[src/rtl/gpsdo_pkg.sv]
// gpsdo_pkg: shared types and constants for the GPSDO sequencing controller.
// Holds the state encoding, the interval-counter width and helpers that
// derive the accepted PPS period window from the nominal rate and tolerance.
package gpsdo_pkg;

  // Encodings are visible on the state port, so they are pinned explicitly.
  typedef enum logic [2:0] {
    ST_PREHEAT  = 3'd0,
    ST_WAIT_PPS = 3'd1,
    ST_COARSE   = 3'd2,
    ST_FINE     = 3'd3,
    ST_HOLDOVER = 3'd4
  } gpsdo_state_e;

  // Wide enough for a 10 MHz reference plus tolerance.
  localparam int CNT_W = 25;

  // Shortest period still accepted as a valid PPS interval.
  function automatic logic [CNT_W-1:0] period_lo(input int freq, input int tol);
    return CNT_W'(freq - tol);
  endfunction

  // Longest accepted period; also the interval-counter saturation point.
  function automatic logic [CNT_W-1:0] period_hi(input int freq, input int tol);
    return CNT_W'(freq + tol);
  endfunction

endpackage

[src/rtl/gpsdo_seq_ctrl_pps_qualifier.sv]
// pps_qualifier: brings the asynchronous 1PPS into CLK_SYS, emits a one-cycle
// tick per rising edge, measures the tick-to-tick interval and flags each tick
// as valid (in window and armed) or raises a miss when the interval overruns.
module pps_qualifier
  import gpsdo_pkg::*;
#(
  parameter int CLK_FREQ = 10_000_000,
  parameter int PPS_TOL  = 100
) (
  input  logic CLK_SYS,
  input  logic CLK_RST,
  input  logic PPS_in,
  output logic pps_tick,
  output logic pps_valid,
  output logic pps_miss
);

  localparam logic [CNT_W-1:0] PER_LO  = period_lo(CLK_FREQ, PPS_TOL);
  localparam logic [CNT_W-1:0] CNT_MAX = period_hi(CLK_FREQ, PPS_TOL);
  localparam logic [CNT_W-1:0] CNT_PRE = CNT_MAX - 1'b1;

  // [0],[1]: metastability stages; [2]: previous level for edge detection.
  logic [2:0]       sync_reg;
  logic             tick_reg;
  logic             miss_reg;
  logic             armed_reg;
  logic [CNT_W-1:0] cnt_reg;
  logic [CNT_W-1:0] period;

  // Synchronize PPS_in and register the rising-edge pulse.
  always_ff @(posedge CLK_SYS) begin
    if (CLK_RST) begin
      sync_reg <= '0;
      tick_reg <= 1'b0;
    end else begin
      sync_reg <= {sync_reg[1:0], PPS_in};
      tick_reg <= sync_reg[1] & ~sync_reg[2];
    end
  end

  // Interval counter, one-shot miss on reaching the window top, and arming.
  always_ff @(posedge CLK_SYS) begin
    if (CLK_RST) begin
      cnt_reg   <= '0;
      miss_reg  <= 1'b0;
      armed_reg <= 1'b0;
    end else begin
      miss_reg <= !tick_reg && (cnt_reg == CNT_PRE);
      if (tick_reg)
        cnt_reg <= '0;
      else if (cnt_reg != CNT_MAX)
        cnt_reg <= cnt_reg + 1'b1;
      // A tick always re-arms, so the tick that follows a miss is only a
      // reference point and the one after it is the first measurable period.
      if (tick_reg)
        armed_reg <= 1'b1;
      else if (miss_reg)
        armed_reg <= 1'b0;
    end
  end

  assign period    = cnt_reg + 1'b1;
  assign pps_tick  = tick_reg;
  assign pps_miss  = miss_reg;
  assign pps_valid = tick_reg && armed_reg && !miss_reg &&
                     (period >= PER_LO) && (period <= CNT_MAX);

endmodule

[src/rtl/gpsdo_seq_ctrl.sv]
// gpsdo_seq_ctrl: GPSDO sequencing controller. Waits for oven preheat,
// qualifies the 1PPS, walks the loop through coarse then fine discipline and
// raises locked once the phase stays in window.
// Build option GPSDO_HOLDOVER_EN: when defined, loss of PPS/fix enters a
// HOLDOVER state with the DAC frozen and a timeout back to WAIT_PPS; when
// undefined, loss drops straight back to WAIT_PPS and dac_hold stays 0.
module gpsdo_seq_ctrl
  import gpsdo_pkg::*;
#(
  parameter int CLK_FREQ     = 10_000_000,
  parameter int PPS_TOL      = 100,
  parameter int PPS_GOOD_CNT = 5,
  parameter int LOCK_CNT     = 10,
  parameter int HOLD_MAX_S   = 3600
) (
  input  logic       CLK_SYS,
  input  logic       CLK_RST,
  input  logic       Preheat_done,
  input  logic       PPS_in,
  input  logic       gps_fix,
  input  logic       coarse_done,
  input  logic       phase_ok,
  output logic       pps_tick,
  output logic       loop_en,
  output logic       fine_mode,
  output logic       dac_hold,
  output logic       locked,
  output logic [2:0] state
);

  localparam int GOOD_W = $clog2(PPS_GOOD_CNT + 1);
  localparam int LOCK_W = $clog2(LOCK_CNT + 1);
  localparam logic [GOOD_W-1:0] GOOD_MAX = GOOD_W'(PPS_GOOD_CNT);
  localparam logic [LOCK_W-1:0] LOCK_MAX = LOCK_W'(LOCK_CNT);

  logic pps_valid;
  logic pps_miss;
  logic loss;
  logic requal;

  gpsdo_state_e      state_reg, state_next;
  logic [GOOD_W-1:0] good_cnt_reg, good_cnt_next;
  logic [LOCK_W-1:0] lock_cnt_reg, lock_cnt_next;
  logic              loop_en_reg;
  logic              fine_mode_reg;
  logic              locked_reg;

  pps_qualifier #(
    .CLK_FREQ (CLK_FREQ),
    .PPS_TOL  (PPS_TOL)
  ) u_pps_qualifier (
    .CLK_SYS   (CLK_SYS),
    .CLK_RST   (CLK_RST),
    .PPS_in    (PPS_in),
    .pps_tick  (pps_tick),
    .pps_valid (pps_valid),
    .pps_miss  (pps_miss)
  );

  // Any event that breaks the chain of good periods also drops the loop.
  assign loss = pps_miss || !gps_fix || (pps_tick && !pps_valid);

  // Consecutive-good-period counter; next value feeds the FSM so the state
  // moves on the same edge that registers the qualifying tick.
  always_comb begin
    good_cnt_next = good_cnt_reg;
    if (loss)
      good_cnt_next = '0;
    else if (pps_valid && (good_cnt_reg != GOOD_MAX))
      good_cnt_next = good_cnt_reg + 1'b1;
  end

  assign requal = (good_cnt_next == GOOD_MAX);

`ifdef GPSDO_HOLDOVER_EN
  localparam int SEC_W = $clog2(HOLD_MAX_S + 1);
  localparam logic [CNT_W-1:0] PRESC_LAST = CNT_W'(CLK_FREQ - 1);
  localparam logic [SEC_W-1:0] SEC_LAST   = SEC_W'(HOLD_MAX_S - 1);

  logic             hold_fine_reg, hold_fine_next;
  logic             dac_hold_reg;
  logic [CNT_W-1:0] presc_reg;
  logic [SEC_W-1:0] sec_reg;
  logic             hold_timeout;

  assign hold_timeout = (presc_reg == PRESC_LAST) && (sec_reg == SEC_LAST);

  // Holdover seconds timer; held at zero outside HOLDOVER so every entry
  // starts a fresh count.
  always_ff @(posedge CLK_SYS) begin
    if (CLK_RST || (state_reg != ST_HOLDOVER)) begin
      presc_reg <= '0;
      sec_reg   <= '0;
    end else if (presc_reg == PRESC_LAST) begin
      presc_reg <= '0;
      sec_reg   <= sec_reg + 1'b1;
    end else begin
      presc_reg <= presc_reg + 1'b1;
    end
  end
`endif

  // Next-state logic; in HOLDOVER a requalification beats the timeout.
  always_comb begin
    state_next = state_reg;
`ifdef GPSDO_HOLDOVER_EN
    hold_fine_next = hold_fine_reg;
`endif
    case (state_reg)
      ST_PREHEAT:  if (Preheat_done) state_next = ST_WAIT_PPS;
      ST_WAIT_PPS: if (requal) state_next = ST_COARSE;
      ST_COARSE: begin
        if (loss) begin
`ifdef GPSDO_HOLDOVER_EN
          state_next     = ST_HOLDOVER;
          hold_fine_next = 1'b0;
`else
          state_next     = ST_WAIT_PPS;
`endif
        end else if (coarse_done) begin
          state_next = ST_FINE;
        end
      end
      ST_FINE: begin
        if (loss) begin
`ifdef GPSDO_HOLDOVER_EN
          state_next     = ST_HOLDOVER;
          hold_fine_next = 1'b1;
`else
          state_next     = ST_WAIT_PPS;
`endif
        end
      end
`ifdef GPSDO_HOLDOVER_EN
      ST_HOLDOVER: begin
        if (requal)
          state_next = hold_fine_reg ? ST_FINE : ST_COARSE;
        else if (hold_timeout)
          state_next = ST_WAIT_PPS;
      end
`endif
      default: state_next = ST_PREHEAT;
    endcase
  end

  // Lock counter: runs on in-window phase ticks while staying in FINE.
  always_comb begin
    lock_cnt_next = lock_cnt_reg;
    if (state_next != ST_FINE)
      lock_cnt_next = '0;
    else if (pps_tick && (state_reg == ST_FINE)) begin
      if (!phase_ok)
        lock_cnt_next = '0;
      else if (lock_cnt_reg != LOCK_MAX)
        lock_cnt_next = lock_cnt_reg + 1'b1;
    end
  end

  // State, counters and outputs registered together from next-state values.
  always_ff @(posedge CLK_SYS) begin
    if (CLK_RST) begin
      state_reg     <= ST_PREHEAT;
      good_cnt_reg  <= '0;
      lock_cnt_reg  <= '0;
      loop_en_reg   <= 1'b0;
      fine_mode_reg <= 1'b0;
      locked_reg    <= 1'b0;
`ifdef GPSDO_HOLDOVER_EN
      hold_fine_reg <= 1'b0;
      dac_hold_reg  <= 1'b0;
`endif
    end else begin
      state_reg    <= state_next;
      good_cnt_reg <= good_cnt_next;
      lock_cnt_reg <= lock_cnt_next;
      loop_en_reg  <= (state_next == ST_COARSE) || (state_next == ST_FINE) ||
                      (state_next == ST_HOLDOVER);
`ifdef GPSDO_HOLDOVER_EN
      hold_fine_reg <= hold_fine_next;
      fine_mode_reg <= (state_next == ST_FINE) ||
                       ((state_next == ST_HOLDOVER) && hold_fine_next);
      dac_hold_reg  <= (state_next == ST_HOLDOVER);
`else
      fine_mode_reg <= (state_next == ST_FINE);
`endif
      locked_reg <= (state_next == ST_FINE) && (lock_cnt_next >= LOCK_MAX);
    end
  end

  assign state     = state_reg;
  assign loop_en   = loop_en_reg;
  assign fine_mode = fine_mode_reg;
  assign locked    = locked_reg;
`ifdef GPSDO_HOLDOVER_EN
  assign dac_hold  = dac_hold_reg;
`else
  assign dac_hold  = 1'b0;
`endif

endmodule

[config.mk]
export PLATFORM = sky130hd
export DESIGN_NAME = gpsdo_seq_ctrl
export DESIGN_NICKNAME = d
export VERILOG_FILES = /design/src/rtl/gpsdo_pkg.sv /design/src/rtl/gpsdo_seq_ctrl_pps_qualifier.sv /design/src/rtl/gpsdo_seq_ctrl.sv
export SDC_FILE = /design/constraint.sdc
export NUM_CORES = 1
export LEC_CHECK = 0
export ABC_AREA = 0
export CAP_MARGIN = 20
export CELL_PAD_IN_SITES_DETAIL_PLACEMENT = 2
export CELL_PAD_IN_SITES_GLOBAL_PLACEMENT = 2
export CORE_MARGIN = 8
export CORE_UTILIZATION = 33
export DETAILED_ROUTE_END_ITERATION = 7
export GPL_ROUTABILITY_DRIVEN = 0
export GPL_TIMING_DRIVEN = 0
export PLACE_DENSITY_LB_ADDON = 0.1
export SYNTH_ARGS = -nofsm -noshare
export SYNTH_HDL_FRONTEND = slang
export SYNTH_SLANG_ARGS = --single-unit
[constraint.sdc]
create_clock -name CLK_SYS -period 2.8 [get_ports CLK_SYS]
set_input_delay 0.56 -clock CLK_SYS [delete_from_list [all_inputs] [get_ports CLK_SYS]]
set_output_delay 0.56 -clock CLK_SYS [all_outputs]
set_load 0.02 [all_outputs]
* After elaboration in Yosys (flattened, before gate mapping)
Cells that the tools add are included.
W data, S select, Z words.
** Storage, ports and cells
- Bits in registers :: 44
- Output and inout port bits :: 8
- Logic and storage cells :: 65
** Operators by class
- Add/sub/neg operators :: 3
- $lt $le $gt $ge :: 3
- Equal/unequal tests :: 12
- Multiplexer cells :: 14
- Bitwise gates (word level) :: 2
- Reductions and logical operators :: 20
** Operators with widths (number)
- $add A25 B1 Y25 const B :: 1
- $eq A25 B24 Y1 const B :: 1
- $ge A25 B24 Y1 const B :: 1
- $le A25 B24 Y1 const B :: 1
- $ne A25 B24 Y1 const B :: 1
- $mux W3 :: 7
- $mux W4 :: 4
- $eq A3 B2 Y1 const B :: 4
- $pmux W3 S4 :: 1
- $logic_and A1 B1 Y1 :: 9
- $eq A3 B3 Y1 const B :: 2
- $add A4 B1 Y4 const B :: 1
- $ge A4 B4 Y1 const B :: 1
- $logic_not A1 Y1 :: 4
- $logic_or A1 B1 Y1 :: 4
- $ne A4 B4 Y1 const B :: 1
- $add A3 B1 Y3 const B :: 1
- $eq A3 B1 Y1 const B :: 1
- $logic_not A3 Y1 :: 1
- $ne A3 B2 Y1 const B :: 1
- $ne A3 B3 Y1 const B :: 1
- $mux W1 :: 2
- $reduce_bool A2 Y1 :: 1
- $reduce_or A2 Y1 :: 1
- other kinds (2) :: 2

* Longest topological paths before layout
Gate-level depths: netlist of the first run.
- Depth after elaboration :: 15
- Depth in mapped cells :: 12
- Depth with buffers taken out :: 11

* By module
A second synthesis of the first run with hierarchy kept.
** Unflattened totals
- Cells, all modules :: 311
- Area total of the unflattened synthesis :: 2547.4 um^2
** By module, submodules not included
- pps_qualifier :: instances 1, cells an instance 236, area each 1848.0 um^2
- gpsdo_seq_ctrl :: instances 1, cells an instance 75, area each 699.4 um^2

* Least setup slack after synthesis of the first run
OpenSTA, ideal clock, no wires.
- Path kind :: reg2reg
- From :: register u_pps_qualifier.cnt_reg[0]
- To :: register locked_reg, in the netlist locked
- Setup time :: 0.103 ns
- Arrival time :: 2.627 ns
- Setup slack :: 0.069 ns
- Stages on the path, launching flop included :: 12
- Buffers on the path :: 1
- Clock period less this slack :: 2.731 ns
- Cell sequence :: dfxtp_1 > ha_1 > buf_2 > nand3_4 > nor4_4 > nand3_1 > xnor2_1 > a21oi_2 > or4_4 > nand2_2 > a31oi_1 > a2111oi_2
** On the way
- Longest elaborated chain between the ends :: 15
- Elaborated cells between the ends (all ways) :: 21
** RTL lines
- start, declared :: line gpsdo_seq_ctrl_pps_qualifier.sv:27 : logic [CNT_W-1:0] cnt_reg;
- start signal, assigned :: line gpsdo_seq_ctrl_pps_qualifier.sv:52 : cnt_reg <= cnt_reg + 1'b1;
- $add A25 B1 Y25 * :: line gpsdo_seq_ctrl_pps_qualifier.sv:62 : assign period = cnt_reg + 1'b1;
- $ge A25 B24 Y1 :: line gpsdo_seq_ctrl_pps_qualifier.sv:66 : (period >= PER_LO) && (period <= CNT_MAX);
- $logic_and A1 B1 Y1 :: line gpsdo_seq_ctrl_pps_qualifier.sv:65 : assign pps_valid = tick_reg && armed_reg && !miss_reg &&
- $logic_and A1 B1 Y1 * :: line gpsdo_seq_ctrl_pps_qualifier.sv:66
- $logic_not A1 Y1 :: line gpsdo_seq_ctrl.sv:61 : assign loss = pps_miss || !gps_fix || (pps_tick && !pps_valid);
- $logic_and A1 B1 Y1 :: line gpsdo_seq_ctrl.sv:61
- $logic_or A1 B1 Y1 :: line gpsdo_seq_ctrl.sv:61
- $mux W3 :: line gpsdo_seq_ctrl.sv:67 : if (loss)
- $eq A3 B3 Y1 :: line gpsdo_seq_ctrl.sv:73 : assign requal = (good_cnt_next == GOOD_MAX);
- $mux W3 :: line gpsdo_seq_ctrl.sv:111 : ST_WAIT_PPS: if (requal) state_next = ST_COARSE;
- $pmux W3 S4 * :: line gpsdo_seq_ctrl.sv:109 : case (state_reg)
- $ne A3 B2 Y1 :: line gpsdo_seq_ctrl.sv:149 : if (state_next != ST_FINE)
- $mux W4 :: line gpsdo_seq_ctrl.sv:149
- $ge A4 B4 Y1 :: line gpsdo_seq_ctrl.sv:186 : locked_reg <= (state_next == ST_FINE) && (lock_cnt_next >= LOCK_MAX);
- $logic_and A1 B1 Y1 * :: line gpsdo_seq_ctrl.sv:186
- end signal, assigned :: line gpsdo_seq_ctrl.sv:186
- end, declared :: line gpsdo_seq_ctrl.sv:46 : logic locked_reg;
Mark *: on every way between the ends. The rest lies on a longest branch, timed or not.
A chain may end at the register's enable or synchronous reset.

* Worst setup path in the final report of the first run
- From :: register u_pps_qualifier.cnt_reg[1]
- To :: register state_reg[0], in the netlist state[0]
** On the way
- Longest elaborated chain between the ends :: 11
- Elaborated cells between the ends (all ways) :: 16
** RTL lines
- $add A25 B1 Y25 * :: line gpsdo_seq_ctrl_pps_qualifier.sv:62
- $ge A25 B24 Y1 :: line gpsdo_seq_ctrl_pps_qualifier.sv:66
- $logic_and A1 B1 Y1 :: line gpsdo_seq_ctrl_pps_qualifier.sv:65
- $logic_and A1 B1 Y1 * :: line gpsdo_seq_ctrl_pps_qualifier.sv:66
- $logic_not A1 Y1 :: line gpsdo_seq_ctrl.sv:61
- $logic_and A1 B1 Y1 :: line gpsdo_seq_ctrl.sv:61
- $logic_or A1 B1 Y1 :: line gpsdo_seq_ctrl.sv:61
- $mux W3 :: line gpsdo_seq_ctrl.sv:67
- $eq A3 B3 Y1 :: line gpsdo_seq_ctrl.sv:73
- $mux W3 :: line gpsdo_seq_ctrl.sv:111
- $pmux W3 S4 * :: line gpsdo_seq_ctrl.sv:109
- end signal, assigned :: line gpsdo_seq_ctrl.sv:173 : state_reg <= state_next;
- end, declared :: line gpsdo_seq_ctrl.sv:41 : gpsdo_state_e state_reg, state_next;
Marked as above.

==> flow_summary.yaml, run 1 <==
finish:
  nets: 383
  syn_to_final_growth_pct: 33.03
  fill_cells: 910
  layout-drive-gt1-share_pct: 30.81
  largest_reg_flops: 25
  register_area_um2: 895.9
  utilization_pct: 44.77
  instances_no_fill: 475
  final_common_cell: "nor2_1"
  antenna_cells: 0
  final_cell_mix: "nor2_1, dfxtp_1, buf_4"
  multi_input_area_mm2: 0.001931
power_and_ir_drop:
  ir_drop_v: 0.0001878
  power_density_mw_per_mm2: 368.5
  power_frac_seq_pct: 48.0
  swShare_pct: 22.63
  p_clk_share_pct: 43.8
  power_frac_comb_pct: 8.2
  p_int_w: 0.001033
  p_leak_nw: 1.261
  p_sw_w: 0.0003022
clock_tree:
  clk_pin_slew_worst_paths_ns: 0.09
  h-tree-depth: 2
  clock_path_buffers: 2
  clk_latency_ns: 0.30
  root_buffer: "clkbuf_8"
  hold_buffers: 0
  cts_tree: "yes"
  cts_buffers: 5
  cts_sinks: 44
synth:
  synthFlopType: "dfxtp_1"
  synth_top_cell_area_share_pct: 32.34
  syn_inst: 322
  synth.distinct_cells: 72
  synth_edf_count: 0
  ys_seq_area_share_pct: 32.34
  ys_warn_count: 0
  mappedNetlistArea_mm2: 0.002724
  synth_area_leader_cell: "dfxtp_1"
  ys_ff_latch: 44
  synth_area_leaders: "dfxtp_1, nor2_1, xor2_1"
  syn_area_per_cell_um2: 8.459
  ys_async_sr_fraction_pct: 0
floorplanning:
  dieArea_mm2: 0.01142
  die_h_um: 106.9
  start_util_pct: 33.66
  io_pins: 15
  fp.coreArea_mm2: 0.008093
  rows: 33
  fp.dieW_um: 106.9
hold_path:
  hold_path_class: "register to register"
  min_path_cells: 1
drt:
  wl_um: 8885
  drt_iter0_drc: 106
  vias: 2562
  wl_per_cell_um: 18.71
  viasPerCell: 5.394
  first_pass_iters: 4
  antenna_left: 0
  drc: 0
timing:
  rsz0062_at_grt: "true"
  max_freq_mhz: 354.5
  hold_viol_final: 0
  setup_viol: 1
  relSlewSlack_pct: 64.64
  drv_slew: 0
  layout_min_cycle_time_ns: 2.821
  setup_slack_ns: -0.02054
  fin_skew_ns: 0.007852
  tightest_slew_ns: 0.5304
  min_period_over_period_pct: 100.7
setup_path:
  slowest_stage: "or4_4"
  crit_type: "register to register"
  worstPathCellList: "ha_4 -> nand3_4 -> nor4_4 -> buf_4 -> o2111ai_4 -> o31ai_4 -> a32oi_2 -> buf_4 -> or4_4 -> o31ai_4 -> or2_4 -> o21ai_2"
  max_stage_delay_ns: 0.46
  critPathTopFamily: "simple AND/OR/NAND/NOR gates"
  worstPathRequired_ns: 2.99
  reg2reg_slack_ns: -0.02
  crit_cells: 12
  rr_worst_depth: 12
  cp.arrival_ns: 3.01
  reg2reg_from: "u_pps_qualifier.cnt_reg[1]"
  critPathBufInv: 2
  path_max_fanout: 5
  cp-startpoint: "u_pps_qualifier.cnt_reg[1]"
  r2r_end: "state[0]"
  start_kind: "register"
  critPathCaptureType: "register"
  endpoint: "state[0]"
placed_design:
  dp_hpwl_um: 6046
  numPortBuffers: 13
  dp_cells: 441
global_routing:
  gr-total-overflow: 0
  grt_max_degree: 14
  grt_pass1_wl_um: 14530
  grt_pass1_vias: 2733
  grt_usage_pct: 15.89
  antenna_found_initial: 0
status:
  violations: "setup timing"
  outcome: "finished with violations"
run:
  max_cap_viol_count: 0
[power by group through the flow]
| stage | Clock, W | Sequential, W | Combinational, W |
|---|---|---|---|
| after global routing | 0.000627 | 0.000642 | 0.000119 |
| final | 0.000585 | 0.000641 | 0.000109 |
| after detailed placement | 0 | 0.000654 | 0.0000948 |
| after global placement | 0 | 0.000654 | 0.0000924 |
| after CTS | 0.000613 | 0.000641 | 0.000105 |
| after floorplan | 0 | 0.000655 | 0.0000568 |
[repair_timing]
action,in CTS,in global routing
endpoints found under the setup margin,22,22
hold endpoints to repair,0,0
pin swaps,13,12
resized for setup,28,41
setup buffers,21,8
[layer usage]
layer | vias to the layer above | global-route usage (%) | part of all wire [%]
li1 | 1242 | - | -
met1 | 1300 | 20.11 | 46
met2 | 13 | 27.49 | 51
met3 | 7 | 2.400 | 1.5
met4 | 0 | 3.920 | 0.93
met5 | - | 0 | 0
[how the worst min path moves through the flow]
stage | from | endpoint | slack, ns
after CTS | u_pps_qualifier.sync_reg[2] | u_pps_qualifier.pps_tick | 0.39
after global routing | u_pps_qualifier.sync_reg[2] | u_pps_qualifier.pps_tick | 0.41
after detailed placement | u_pps_qualifier.sync_reg[2] | u_pps_qualifier.pps_tick | 0.38
final | u_pps_qualifier.sync_reg[2] | u_pps_qualifier.pps_tick | 0.39
after global placement | u_pps_qualifier.sync_reg[2] | u_pps_qualifier.pps_tick | 0.37
after floorplan | u_pps_qualifier.sync_reg[2] | u_pps_qualifier.pps_tick | 0.37
[synth_stat cells, drive strengths merged (3+ instances only)]
cell and n:
a211oi 4, a21oi 8, a31oi 3, and2 3, and3 4, and4 4, buf 9, clkbuf 8
dfxtp 44, ha 6, inv 10, nand2 30, nand2b 6, nand3 17, nand4 9, nor2 43
nor2b 10, nor3 9, nor3b 3, nor4 7, nor4b 4, o21ai 10, o22ai 3, or2 3
or4 4, xnor2 12, xor2 13
[metrics by stage]
step | area [um^2] | setup slack [ns] | power [W] | setup TNS (ns) | hold slack, ns
after floorplan | 2728 | 0.06923 | 0.0007116 | 0 | 0.3674
after global placement | 2989 | -0.5669 | 0.0007461 | -6.952 | 0.3717
after detailed placement | 2989 | -0.5870 | 0.0007486 | -7.589 | 0.3806
after CTS | 3407 | -0.08724 | 0.001359 | -0.4076 | 0.3936
after global routing | 3623 | -0.1178 | 0.001389 | -0.5001 | 0.4119
final | 3623 | -0.02054 | 0.001335 | -0.02054 | 0.3874
[kinds of logic (layout without fill, tap and decap cells)]
kind of cell,count (synthesis),after routing,share of synthesized area [%]
adder cells (fa/ha/maj),6,6,2.756
AND/OR/NAND/NOR,165,165,35.92
flip-flops,44,44,32.34
buffers and inverters,27,74,6.615
multiplexers,1,1,0.3675
AO/OA/AOI/OAI,53,53,13.83
XOR/XNOR,25,25,8.039
other,1,2,0.1377
[cell type report]
type | instances | area share [%]
clock buffers | 5 | 1.899
multi-input cells | 252 | 53.28
flip-flops and latches | 44 | 24.72
inverters | 10 | 1.036
plain buffers | 15 | 3.867
repair buffers | 42 | 9.910
clock inverters | 2 | 1.657
well taps | 105 | 3.626
Note: power is estimated with default switching activity, not from simulation.
==> run 2, diff against run 1 <==
CORE_UTILIZATION = 37   (was 33)
clock period = 3 ns   (was 2.8 ns; I/O delays follow)
==> flow_summary.yaml, run 2 (same netlist as run 1, synthesis figures left out) <==
status:
  outcome: "completed"
drt:
  drc: 0
  wl_um: 8878
  drt_iter0_drc: 59
  antenna_left: 0
  vias: 2515
  first_pass_iters: 4
  wl_per_cell_um: 19.13
  viasPerCell: 5.420
timing:
  hold_viol_final: 0
  drv_slew: 0
  fin_skew_ns: 0.006281
  hold_ws_ns: 0.3892
  min_period_over_period_pct: 98.42
  setup_slack_ns: 0.04731
  setup_viol: 0
  rsz0062_at_grt: "true"
  layout_min_cycle_time_ns: 2.953
  max_freq_mhz: 338.7
  setup_tns_ns: 0
  tightest_slew_ns: 0.6474
  relSlewSlack_pct: 56.44
power_and_ir_drop:
  ir_drop_v: 0.0002021
  power.total_w: 0.001072
  power_density_mw_per_mm2: 312.5
  p_leak_nw: 1.207
setup_path:
  endpoint: "locked"
  reg2reg_from: "u_pps_qualifier.cnt_reg[1]"
  start_kind: "register"
  cp.arrival_ns: 3.16
  r2r_end: "locked"
  path_max_fanout: 7
  critPathCaptureType: "register"
  reg2reg_slack_ns: 0.05
  crit_type: "register to register"
  rr_worst_depth: 13
  worstPathRequired_ns: 3.20
  cp-startpoint: "u_pps_qualifier.cnt_reg[1]"
global_routing:
  use_met3_pct: 3.093
  grt_pass1_vias: 2613
  grt_pass1_wl_um: 13410
  gr-total-overflow: 0
  grt_max_degree: 14
  antenna_found_initial: 0
  grt_util_met1_pct: 20.71
  busiest_layer: "met2"
  use_met2_pct: 28.42
  grt_usage_pct: 16.67
finish:
  nets: 378
  final_cell_mix: "nor2_1, dfxtp_1, nand2_1"
  layout-drive-gt1-share_pct: 25.48
  syn_to_final_growth_pct: 25.91
  antenna_cells: 0
  final_common_cell: "nor2_1"
  largest_reg_flops: 25
  fill_cells: 795
run:
  max_cap_viol_count: 0
clock_tree:
  cts_sinks: 44
  root_buffer: "clkbuf_8"
  h-tree-depth: 2
  cts_buffers: 5
  clock_path_buffers: 2
  clk_latency_ns: 0.30
  clk_pin_slew_worst_paths_ns: 0.09
  cts_tree: "yes"
floorplanning:
  io_pins: 15
  start_util_pct: 37.96
  rows: 31
  fp.dieW_um: 101.8
  fp.coreArea_mm2: 0.007176
  die_h_um: 101.8
  dieArea_mm2: 0.01036
placed_design:
  numPortBuffers: 13
  pre_cts_slack_ns: -0.4875
  dp_hpwl_um: 6060
hold_path:
  hold_path_class: "register to register"
run 2: worst max-delay path, stage by stage (launching register included):
cell and delay, ns:
dfxtp_2 0.37, ha_4 0.14, buf_6 0.09, nand3_4 0.13, buf_6 0.16, nor4b_4 0.20, a22oi_1 0.10, o22ai_1 0.27
nand3_1 0.19, or4_4 0.60, nand2_4 0.10, nand2b_4 0.05, buf_6 0.13, a2111oi_4 0.31
run 2: how the worst min path moves through the flow:
stage                                      startpoint                       end  slack, ns  depth (start not counted)
after floorplan           u_pps_qualifier.sync_reg[2]  u_pps_qualifier.pps_tick       0.37                          1
after global placement    u_pps_qualifier.sync_reg[2]  u_pps_qualifier.pps_tick       0.37                          1
after detailed placement  u_pps_qualifier.sync_reg[2]  u_pps_qualifier.pps_tick       0.39                          1
after CTS                 u_pps_qualifier.sync_reg[2]  u_pps_qualifier.pps_tick       0.39                          1
after global routing      u_pps_qualifier.sync_reg[2]  u_pps_qualifier.pps_tick       0.40                          1
final                     u_pps_qualifier.sync_reg[2]  u_pps_qualifier.pps_tick       0.39                          1
run 2: repair_timing:
action | 4_1_cts | 5_1_grt
setup endpoints to repair | 22 | 24
resized for setup | 3 | 42
endpoints found under the hold margin | 0 | 0
pin swaps | 3 | 15
setup buffers | 5 | 18
hold buffers | 0 | 0
run 2: routing by layer:
layer,part of all wire [%],wire (um),vias to the layer above
met1,46,4091,1264
li1,-,-,1225
met3,1.8,161,7
met4,1.1,101,0
met2,51,4524,19
met5,0,0,-
run 2: area by class of cell:
cell class	count	area (um^2)	share of cell area, %
Buffer	16	153.9	4.487
Clock buffer	5	68.82	2.007
Clock inverter	2	12.51	0.3648
Inverter	10	37.54	1.094
Multi-Input combinational cell	252	1831	53.37
Sequential cell	44	892.1	26.01
Tap cell	99	123.9	3.612
Timing Repair Buffer	36	310.3	9.048
run 2: power by group:
part	total [W]	switching (W)	internal [W]
registers	0.000598	0.00000745	0.000591
clock network	0.000378	0.000219	0.000158
logic	0.0000960	0.0000524	0.0000435
total	0.00107	0.000279	0.000792
run 2: through the flow:
stage	cell area [um^2]	instances	util [%]
floorplan	2728	323	-
global placement	2982	435	41.55
detailed placement	2982	435	41.55
CTS	3110	446	43.35
global route	3430	464	47.79
finish	3430	464	47.79
